[config.mk]
export PLATFORM = sky130hd
export DESIGN_NAME = upsample_stream
export DESIGN_NICKNAME = d
export VERILOG_FILES = /design/src/rtl/upsample_stream.sv
export SDC_FILE = /design/constraint.sdc
export NUM_CORES = 2
export LEC_CHECK = 0
export CORE_AREA = 2 2 628 630
export CTS_CLUSTER_SIZE = 8
export DETAILED_ROUTE_END_ITERATION = 16
export DIE_AREA = 0 0 630 632
export PLACE_DENSITY = 0.43
export SLEW_MARGIN = 20
export SYNTH_ARGS = -nofsm -noshare
export SYNTH_HDL_FRONTEND = slang
export SYNTH_SLANG_ARGS = --single-unit
export TNS_END_PERCENT = 20
[constraint.sdc]
create_clock -name clk -period 59.8 [get_ports clk]
set_input_delay 8.97 -clock clk [delete_from_list [all_inputs] [get_ports clk]]
set_output_delay 8.97 -clock clk [all_outputs]
set_load 0.1 [all_outputs]
[src/rtl/upsample_stream.sv]
// 2x nearest-neighbour upsampler: snapshots a pooled map and streams the enlarged,
// optionally cropped, map in raster order over a valid/ready handshake.
module upsample_stream #(
    parameter int DATA_WIDTH = 8,
    parameter int IN_SIZE    = 14,
    parameter int OUT_SIZE   = 28
) (
    input  logic                        clk,
    input  logic                        reset,
    input  logic                        en,
    input  logic [DATA_WIDTH-1:0]       in_map [IN_SIZE][IN_SIZE],
    output logic [DATA_WIDTH-1:0]       out_data,
    output logic [$clog2(OUT_SIZE)-1:0] out_row,
    output logic [$clog2(OUT_SIZE)-1:0] out_col,
    output logic                        out_valid,
    input  logic                        out_ready,
    output logic                        out_last,
    output logic                        busy,
    output logic                        done
);

    localparam int CW = $clog2(OUT_SIZE);
    localparam logic [CW-1:0] LAST = CW'(OUT_SIZE - 1);

    generate
        if (IN_SIZE < 2 || (OUT_SIZE != 2*IN_SIZE && OUT_SIZE != 2*IN_SIZE-1)) begin : g_bad_size
            $error("upsample_stream: OUT_SIZE must be 2*IN_SIZE or 2*IN_SIZE-1 with IN_SIZE >= 2");
        end
    endgenerate

    typedef enum logic [1:0] {IDLE, LOAD, STREAM, DONE} state_t;

    state_t                  state;
    state_t                  state_nxt;
    logic [DATA_WIDTH-1:0]   snap [IN_SIZE][IN_SIZE];
    logic                    hs;
    logic                    col_wrap;
    logic [CW-1:0]           row_nxt;
    logic [CW-1:0]           col_nxt;

    assign hs       = out_valid & out_ready;
    assign col_wrap = (out_col == LAST);

    // Raster advance: column first, row on column wrap.
    always_comb begin
        col_nxt = col_wrap ? '0 : out_col + 1'b1;
        row_nxt = col_wrap ? out_row + 1'b1 : out_row;
    end

    always_comb begin
        state_nxt = state;
        case (state)
            IDLE:    if (en) state_nxt = LOAD;
            LOAD:    state_nxt = STREAM;
            STREAM: begin
                if (hs && out_last) state_nxt = DONE;
                else if (!en)       state_nxt = IDLE;
            end
            DONE:    if (!en) state_nxt = IDLE;
            default: state_nxt = IDLE;
        endcase
    end

    // Snapshot isolates the stream from later changes on in_map.
    always_ff @(posedge clk) begin
        if (state == LOAD) snap <= in_map;
    end

    always_ff @(posedge clk or posedge reset) begin
        if (reset) begin
            state     <= IDLE;
            out_data  <= '0;
            out_row   <= '0;
            out_col   <= '0;
            out_valid <= 1'b0;
            out_last  <= 1'b0;
            busy      <= 1'b0;
            done      <= 1'b0;
        end else begin
            state     <= state_nxt;
            out_valid <= (state_nxt == STREAM);
            busy      <= (state_nxt == LOAD) || (state_nxt == STREAM);
            done      <= (state_nxt == DONE);
            case (state)
                IDLE: begin
                    out_row  <= '0;
                    out_col  <= '0;
                    out_last <= 1'b0;
                end
                LOAD: begin
                    // Snapshot is not written yet, so pixel (0,0) comes straight from in_map.
                    out_data <= in_map[0][0];
                    out_row  <= '0;
                    out_col  <= '0;
                    out_last <= 1'b0;
                end
                STREAM: begin
                    if (state_nxt == STREAM) begin
                        if (hs) begin
                            out_row  <= row_nxt;
                            out_col  <= col_nxt;
                            out_data <= snap[row_nxt[CW-1:1]][col_nxt[CW-1:1]];
                            out_last <= (row_nxt == LAST) && (col_nxt == LAST);
                        end
                    end else if (state_nxt == IDLE) begin
                        out_row  <= '0;
                        out_col  <= '0;
                        out_last <= 1'b0;
                    end else begin
                        out_last <= 1'b0;
                    end
                end
                default: ;
            endcase
        end
    end

endmodule

======== Word-level counts from Yosys, hierarchy flattened ========
Index checks and enable logic that the tools add are counted.
word-level totals
  register bits after elaboration ......... 1592
  input bits .............................. 1572
  logic and storage cells ................. 260
cells by class
  add/subtract/negate cells ............... 2
  order comparisons ....................... 2
  eq/ne operators ......................... 13
  mux-type cells .......................... 25
  bitwise logic cells ..................... 3
  reductions and logical operators ........ 11
operators with widths
  operator                                                  count
  binary-select mux 112 bit (select 4 bit)                  1
  two-way mux 112 bit                                       2
  two-way mux 5 bit                                         7
  binary-select mux 8 bit (select 4 bit)                    1
  two-way mux 8 bit                                         4
  case mux 5 bit (2 select lines)                           2
  case mux 8 bit (2 select lines)                           1
  == test 5 bit, second input constant                      3
  adder 5 x 1 -> 5 bit, second input constant               2
  greater-or-equal comparator 5 bit, second input constant  2
  inverter 4 -> 5 bit                                       2
  == test 2 bit, second input constant                      4
  case mux 2 bit (4 select lines)                           1
  two-way mux 2 bit                                         3
  inequality test 3 bit, second input constant              2
  AND reduction 3 bit                                       2
  == test 2 x 1 -> 1 bit, second input constant             2
  logical NOT 2 bit                                         2
  inequality test 2 bit, second input constant              2
  nonzero test 2 bit                                        2
  logical AND 1 bit                                         2
  two-way mux 1 bit                                         2
  case mux 1 bit (2 select lines)                           1
  AND reduction 2 bit                                       1
  other kinds (3)                                           3

======== Depth between registers and ports, before layout ========
  depth in word-level cells ............... 12
  mapped depth ............................ 18
  mapped depth without buffers ............ 13

======== Least setup slack after synthesis ========
Ideal clock, no wire load.
  kind .................................... reg2reg
  start point ............................. register state[1]
  end point ............................... register out_data[3]
  arrival time ............................ 34.761 ns
  required time ........................... 59.633 ns
  setup slack ............................. 24.872 ns
  cell stages (with the launch flop) ...... 10
  buffers on the path ..................... 0
  clock period less this slack ............ 34.928 ns
  cell sequence ........................... dfrtp_1 -> inv_1 -> nand2_1 -> inv_1 -> nor2_1 -> a32oi_1 -> o311ai_0 -> a31oi_1 -> and3_1 -> a21oi_1
on the way
  longest elaborated chain between the ends .. 6
  elaborated cells on any way between the ends .. 14
  classes of those cells .................. eq/ne (6); mux (5); reduce/logical (3)
ends and longest elaborated chain
  item                                    RTL line  text
  start, declared                         33        state_t state;
  start signal, assigned                  80        state <= state_nxt;
  two-way mux 2 bit                       57, 59
  two-way mux 2 bit                       56        if (hs && out_last) state_nxt = DONE;
  case mux 2 bit (4 select lines)         52        case (state)
  == test 2 bit                           98        if (state_nxt == STREAM) begin
  inequality test 2 bit (no source line)  -
  AND reduction 3 bit (no source line)    -
  end signal, assigned                    92        out_data <= in_map[0][0];
  end signal, assigned                    102       out_data <= snap[row_nxt[CW-1:1]][col_nxt[CW-1:1]];
  end, declared                           12        output logic [DATA_WIDTH-1:0] out_data,
Parallel ways exist; a longest one is shown, timed or not.
A chain may end at the register's enable or synchronous reset.

======== Final worst setup path ========
  start point ............................. input port out_ready
  end point ............................... register out_data[0]
on the way
  longest elaborated chain between the ends .. 7
  elaborated cells on any way between the ends .. 8
  classes of those cells .................. eq/ne (3); mux (2); bitwise (1); reduce/logical (2)
ends and longest elaborated chain
  item                                    RTL line  text
  start, declared                         16        input logic out_ready,
  bitwise AND 1 bit                       41        assign hs = out_valid & out_ready;
  logical AND 1 bit                       56
  two-way mux 2 bit                       56
  case mux 2 bit (4 select lines)         52
  net state_nxt[1]                        34        state_t state_nxt;
  == test 2 bit                           98
  inequality test 2 bit (no source line)  -
  AND reduction 3 bit (no source line)    -
The timed path passes the listed nets, and every way through them passes these cells.

==> results.env <==
WORST-ENDPOINT-ARRIVAL_PS=12570
WORSTREG2REGSTART='out_col[0]$_DFFE_PP0P_'
INITIAL_CORE_UTILIZATION_PCT=16.2
ROUTE.DETAILED.WL_PER_INST_UM=39.3
NETLIST_TOP_CELLS_AREA='sky130_fd_sc_hd__edfxtp_1 (74%), sky130_fd_sc_hd__nand2_1 (5.2%), sky130_fd_sc_hd__mux2i_1 (2.2%)'
FINCLKSKEW_PS=78.3
POSTSYNTH.TOPFLOPCELL='sky130_fd_sc_hd__edfxtp_1'
CTS_BUFFERS=232
SLEW_HEADROOM_PCT=21.0
YOSYS.CELL_TYPES.COUNT=70
RUN_STATUS='completed'
SETUP_REPAIR_AFTER_GLOBAL_ROUTING_MISSED_ITS_MARGIN='no'
POST_CTS_SETUP_BUFFERS=0
POST_CTS_REPAIR_RESIZE_COUNT=0
TIMING_HOLD_VIOLATIONS_FINAL=0
IO_BUFFER_COUNT=1593
GRT_ANTENNA_BEFORE_REPAIR=286
MAPPEDNETLISTNETS=5866
DPL_CELL_AREA_UM2=86300
PATH_DEPTH_OF_THE_WORST_REG2REG_PATH=15
CTS.REPORTEDPATHS.CLKPINSLEW_PS=60
STARTPOINT_TYPE='primary input'
SYNTH_ASYNC_SR_FLOP_SHARE_PCT=1.51
AREA_GROWTH_SYN_TO_LAYOUT_PCT=46.6
SYNTH_AREA_UM2=63400
HORIZONTAL_DIE_DIMENSION_UM=630
CTS_TREE='yes'
H-TREE-DEPTH=4
FINALNETCOUNT=7575
CRITICAL_PATH.MAX_STAGE_DELAY_PS=550
POWER_PER_CELL_AREA_nW_PER_UM2=38.5
COMMONEST_CELLS_POST_SYNTH='sky130_fd_sc_hd__edfxtp_1 (1568), sky130_fd_sc_hd__nand2_1 (878), sky130_fd_sc_hd__a21oi_1 (211)'
CRIT_REQUIRED_PS=60690
DRT_ITER0_DRC=4603
FILLER_CELL_COUNT=41168
CORE_REGION_AREA_UM2=391000
MAX_SLEW.WORST_PIN.SLEW_PS=1180
SYNTH_EDF_COUNT=1568
TIMING.FINAL.CRIT_PERIOD_PS=11680
MIN-DELAY-PATH-CLASS='register to register'
IO_PINS=1594
CRIT_CELLS=14
SETUP.WORST_PATH.END_CLASS='register'
WORST_SETUP_EP='out_data[0]$_DFFE_PP0P_'
TIMING.CRITICAL_PATH.FANOUT_MAX=13
WORSTSETUPSTARTPOINT='out_ready'
YOSYS_WARNINGS=0
FINAL_MAX_SLEW_VIOL_COUNT=0
HPWL_UM=349000
MAXCAPVIOLATIONS=0
YOSYS.AREA.TOP_TYPE='sky130_fd_sc_hd__edfxtp_1'
WORSTSETUPPATHTYPE='primary input to register'
CLOCK_SINK_COUNT=1592
CTSHOLDBUFFERS=0
SYN_AVG_CELL_AREA_UM2=14.8
CLOCK_PATH_BUFFERS=4
GLOBALROUTETOTALUTIL_PCT=21.6
DRT_DRC_VIOLATIONS_LEFT=0
SYNTH-SEQ-CELLS=1592
P_TOTAL_mW=3.58
POSTROUTEANTENNANETS=0
SYNTH.TOP_CELL.AREA_SHARE_PCT=74.2
GRT_PASS1_WL_UM=553000
FIRST_GLOBAL_VIAS=48965
FRACTION_OF_LAYOUT_CELLS_WITH_A_SIZE_SUFFIX_ABOVE_1_PCT=9.91
SYNTH-SEQ-AREA-SHARE_PCT=75.2
GRT_MAX_DEGREE=197
TIMING.CRITICAL_PATH.CELLS='clkdlybuf4s50_1, nand3_1, nor2_1, o21ai_0, nand2_1, ha_1, nand2_1, nor2_2, nor2_4, nor2_1, a21oi_1, or4_1, nor4_1, or3_1'
CRIT_FAMILY='simple AND/OR/NAND/NOR gates'
WORSTSKEWPAIRLATENCY_PS=950
CP_SLOWEST_CELL='sky130_fd_sc_hd__nor2_2'
DRT_WL_TOTAL_UM=447000
CRITPATHBUFINV=1
CLK_ROOT_BUFFER_CELL='sky130_fd_sc_hd__clkbuf_16'
SYNTH_MOST_COMMON_CELL='sky130_fd_sc_hd__edfxtp_1'
CELL_COUNT_AFTER_SYNTHESIS=4289
SHARE_OF_THE_CLOCK_PERIOD_USED_BY_THE_WORST_PATH_AFTER_LAYOUT_PCT=19.5
CHIPHEIGHT_UM=632
REG2REG_SLACK_PS=52790
P_LEAK_nW=30.8
VIAS_PER_CELL=4.24
WHS_PS=533
IR_DROP_mV=0.0255
GLOBAL_ROUTE_CONGESTION_OVERFLOW_TOTAL=0
FIN_AREA_UM2=93000
SETUP_VIOL_COUNT_FINAL=0
FP-ROW-COUNT=230
TIMING.RR.END='out_data[4]$_DFFE_PP0P_'
FIN_UTIL_PCT=23.8
DRT_PASS1_ITERATIONS=6
ROUTED-VIA-COUNT=48226
FINAL.SETUP.TNS_PS=0
FLOORPLAN.DIE_AREA_UM2=398000
GP_CONGESTION=0.880
FMAXACHIEVABLE_MHz=85.6
==> layout make-up <==
cell class	count	area [µm²]	area share, %
clock buffers	271	6100	6.56
well taps	5220	6530	7.02
diodes	80	200	0.215
clock inverters	28	360	0.387
inverters	10	50.0	0.0538
repair buffers	1763	17300	18.6
flip-flops and latches	1592	47700	51.3
multi-input cells	2399	14800	15.9
==> power breakdown <==
group	switching (mW)	total, mW	leakage [nW]	internal, mW
logic	0.472	0.666	12.8	0.194
registers	0.0953	1.66	14.9	1.57
clock network	0.525	1.25	3.15	0.727
total	1.09	3.58	30.8	2.49
==> worst min-delay path: cells and delay by family, from the launching register on <==
kind	cells	cell delay, ps
AO/OA/AOI/OAI	2	130
flip-flops	1	360
==> registers in the layout, indices dropped and copies added, names as in the netlist <==
signal / count
state: 2
out_valid: 1
out_data: 8
out_row: 5
out_last: 1
snap: 1568
busy: 1
done: 1
out_col: 5
==> cells in the final DEF (no fill, tap or decap), types with 9 or more instances in the layout <==
cell type	count
sky130_fd_sc_hd__a211oi_1	115
sky130_fd_sc_hd__a21oi_1	208
sky130_fd_sc_hd__a311oi_1	52
sky130_fd_sc_hd__a31oi_1	113
sky130_fd_sc_hd__a32oi_1	13
sky130_fd_sc_hd__and3_1	143
sky130_fd_sc_hd__buf_12	9
sky130_fd_sc_hd__buf_2	14
sky130_fd_sc_hd__buf_4	168
sky130_fd_sc_hd__clkbuf_1	30
sky130_fd_sc_hd__clkbuf_16	237
sky130_fd_sc_hd__clkdlybuf4s50_1	1571
sky130_fd_sc_hd__dfrtp_1	24
sky130_fd_sc_hd__diode_2	80
sky130_fd_sc_hd__edfxtp_1	1568
sky130_fd_sc_hd__mux2i_1	140
sky130_fd_sc_hd__mux4_2	59
sky130_fd_sc_hd__nand2_1	869
sky130_fd_sc_hd__nand3_1	122
sky130_fd_sc_hd__nand4_1	10
sky130_fd_sc_hd__nor2_1	76
sky130_fd_sc_hd__nor2_4	10
sky130_fd_sc_hd__nor3_1	39
sky130_fd_sc_hd__nor4_1	26
sky130_fd_sc_hd__o211ai_1	14
sky130_fd_sc_hd__o21ai_0	86
sky130_fd_sc_hd__o221ai_1	34
sky130_fd_sc_hd__o22ai_1	40
sky130_fd_sc_hd__o31ai_1	16
sky130_fd_sc_hd__o41ai_1	9
sky130_fd_sc_hd__or3_1	18
==> logic make-up (layout without fill, tap and decap cells) <==
logic type	count (synthesis)	count (layout)	synth area share (%)
adder cells (fa/ha/maj)	5	5	0.0986
multiplexers	208	208	4.46
flip-flops	1592	1592	75.2
AND/OR/NAND/NOR	1366	1366	9.40
other	0	80	0
buffers and inverters	298	2072	2.25
AO/OA/AOI/OAI	819	819	8.60
XOR/XNOR	1	1	0.0138
==> layer usage <==
metal  vias up  routed length, µm  track usage, %
met4       122              13300            6.46
met3       688              30600            5.06
li1      20124                  -               -
met1     24772             180000            26.5
met2      2520             222000            37.5
met5         -                794               0
==> per-stage QoR <==
stage	std cells	worst slack, ps
5_1_grt	11331	47940
4_1_cts	11282	48210
6_report	11363	48120
2_1_floorplan	4289	24870
3_3_place_gp	10982	46910
3_5_place_dp	10983	47150
==> worst min-delay path by stage <==
stage	from	to	slack (ps)	depth (start not counted)
4_1_cts	out_data[5]$_DFFE_PP0P_	out_data[5]$_DFFE_PP0P_	530	2
5_1_grt	out_last$_DFFE_PP0P_	out_last$_DFFE_PP0P_	570	1
2_1_floorplan	state[1]$_DFF_PP0_	state[1]$_DFF_PP0_	570	2
6_report	out_data[5]$_DFFE_PP0P_	out_data[5]$_DFFE_PP0P_	530	2
3_3_place_gp	out_data[5]$_DFFE_PP0P_	out_data[5]$_DFFE_PP0P_	540	2
3_5_place_dp	out_data[5]$_DFFE_PP0P_	out_data[5]$_DFFE_PP0P_	520	2
Power figures use the tool's default switching activity.
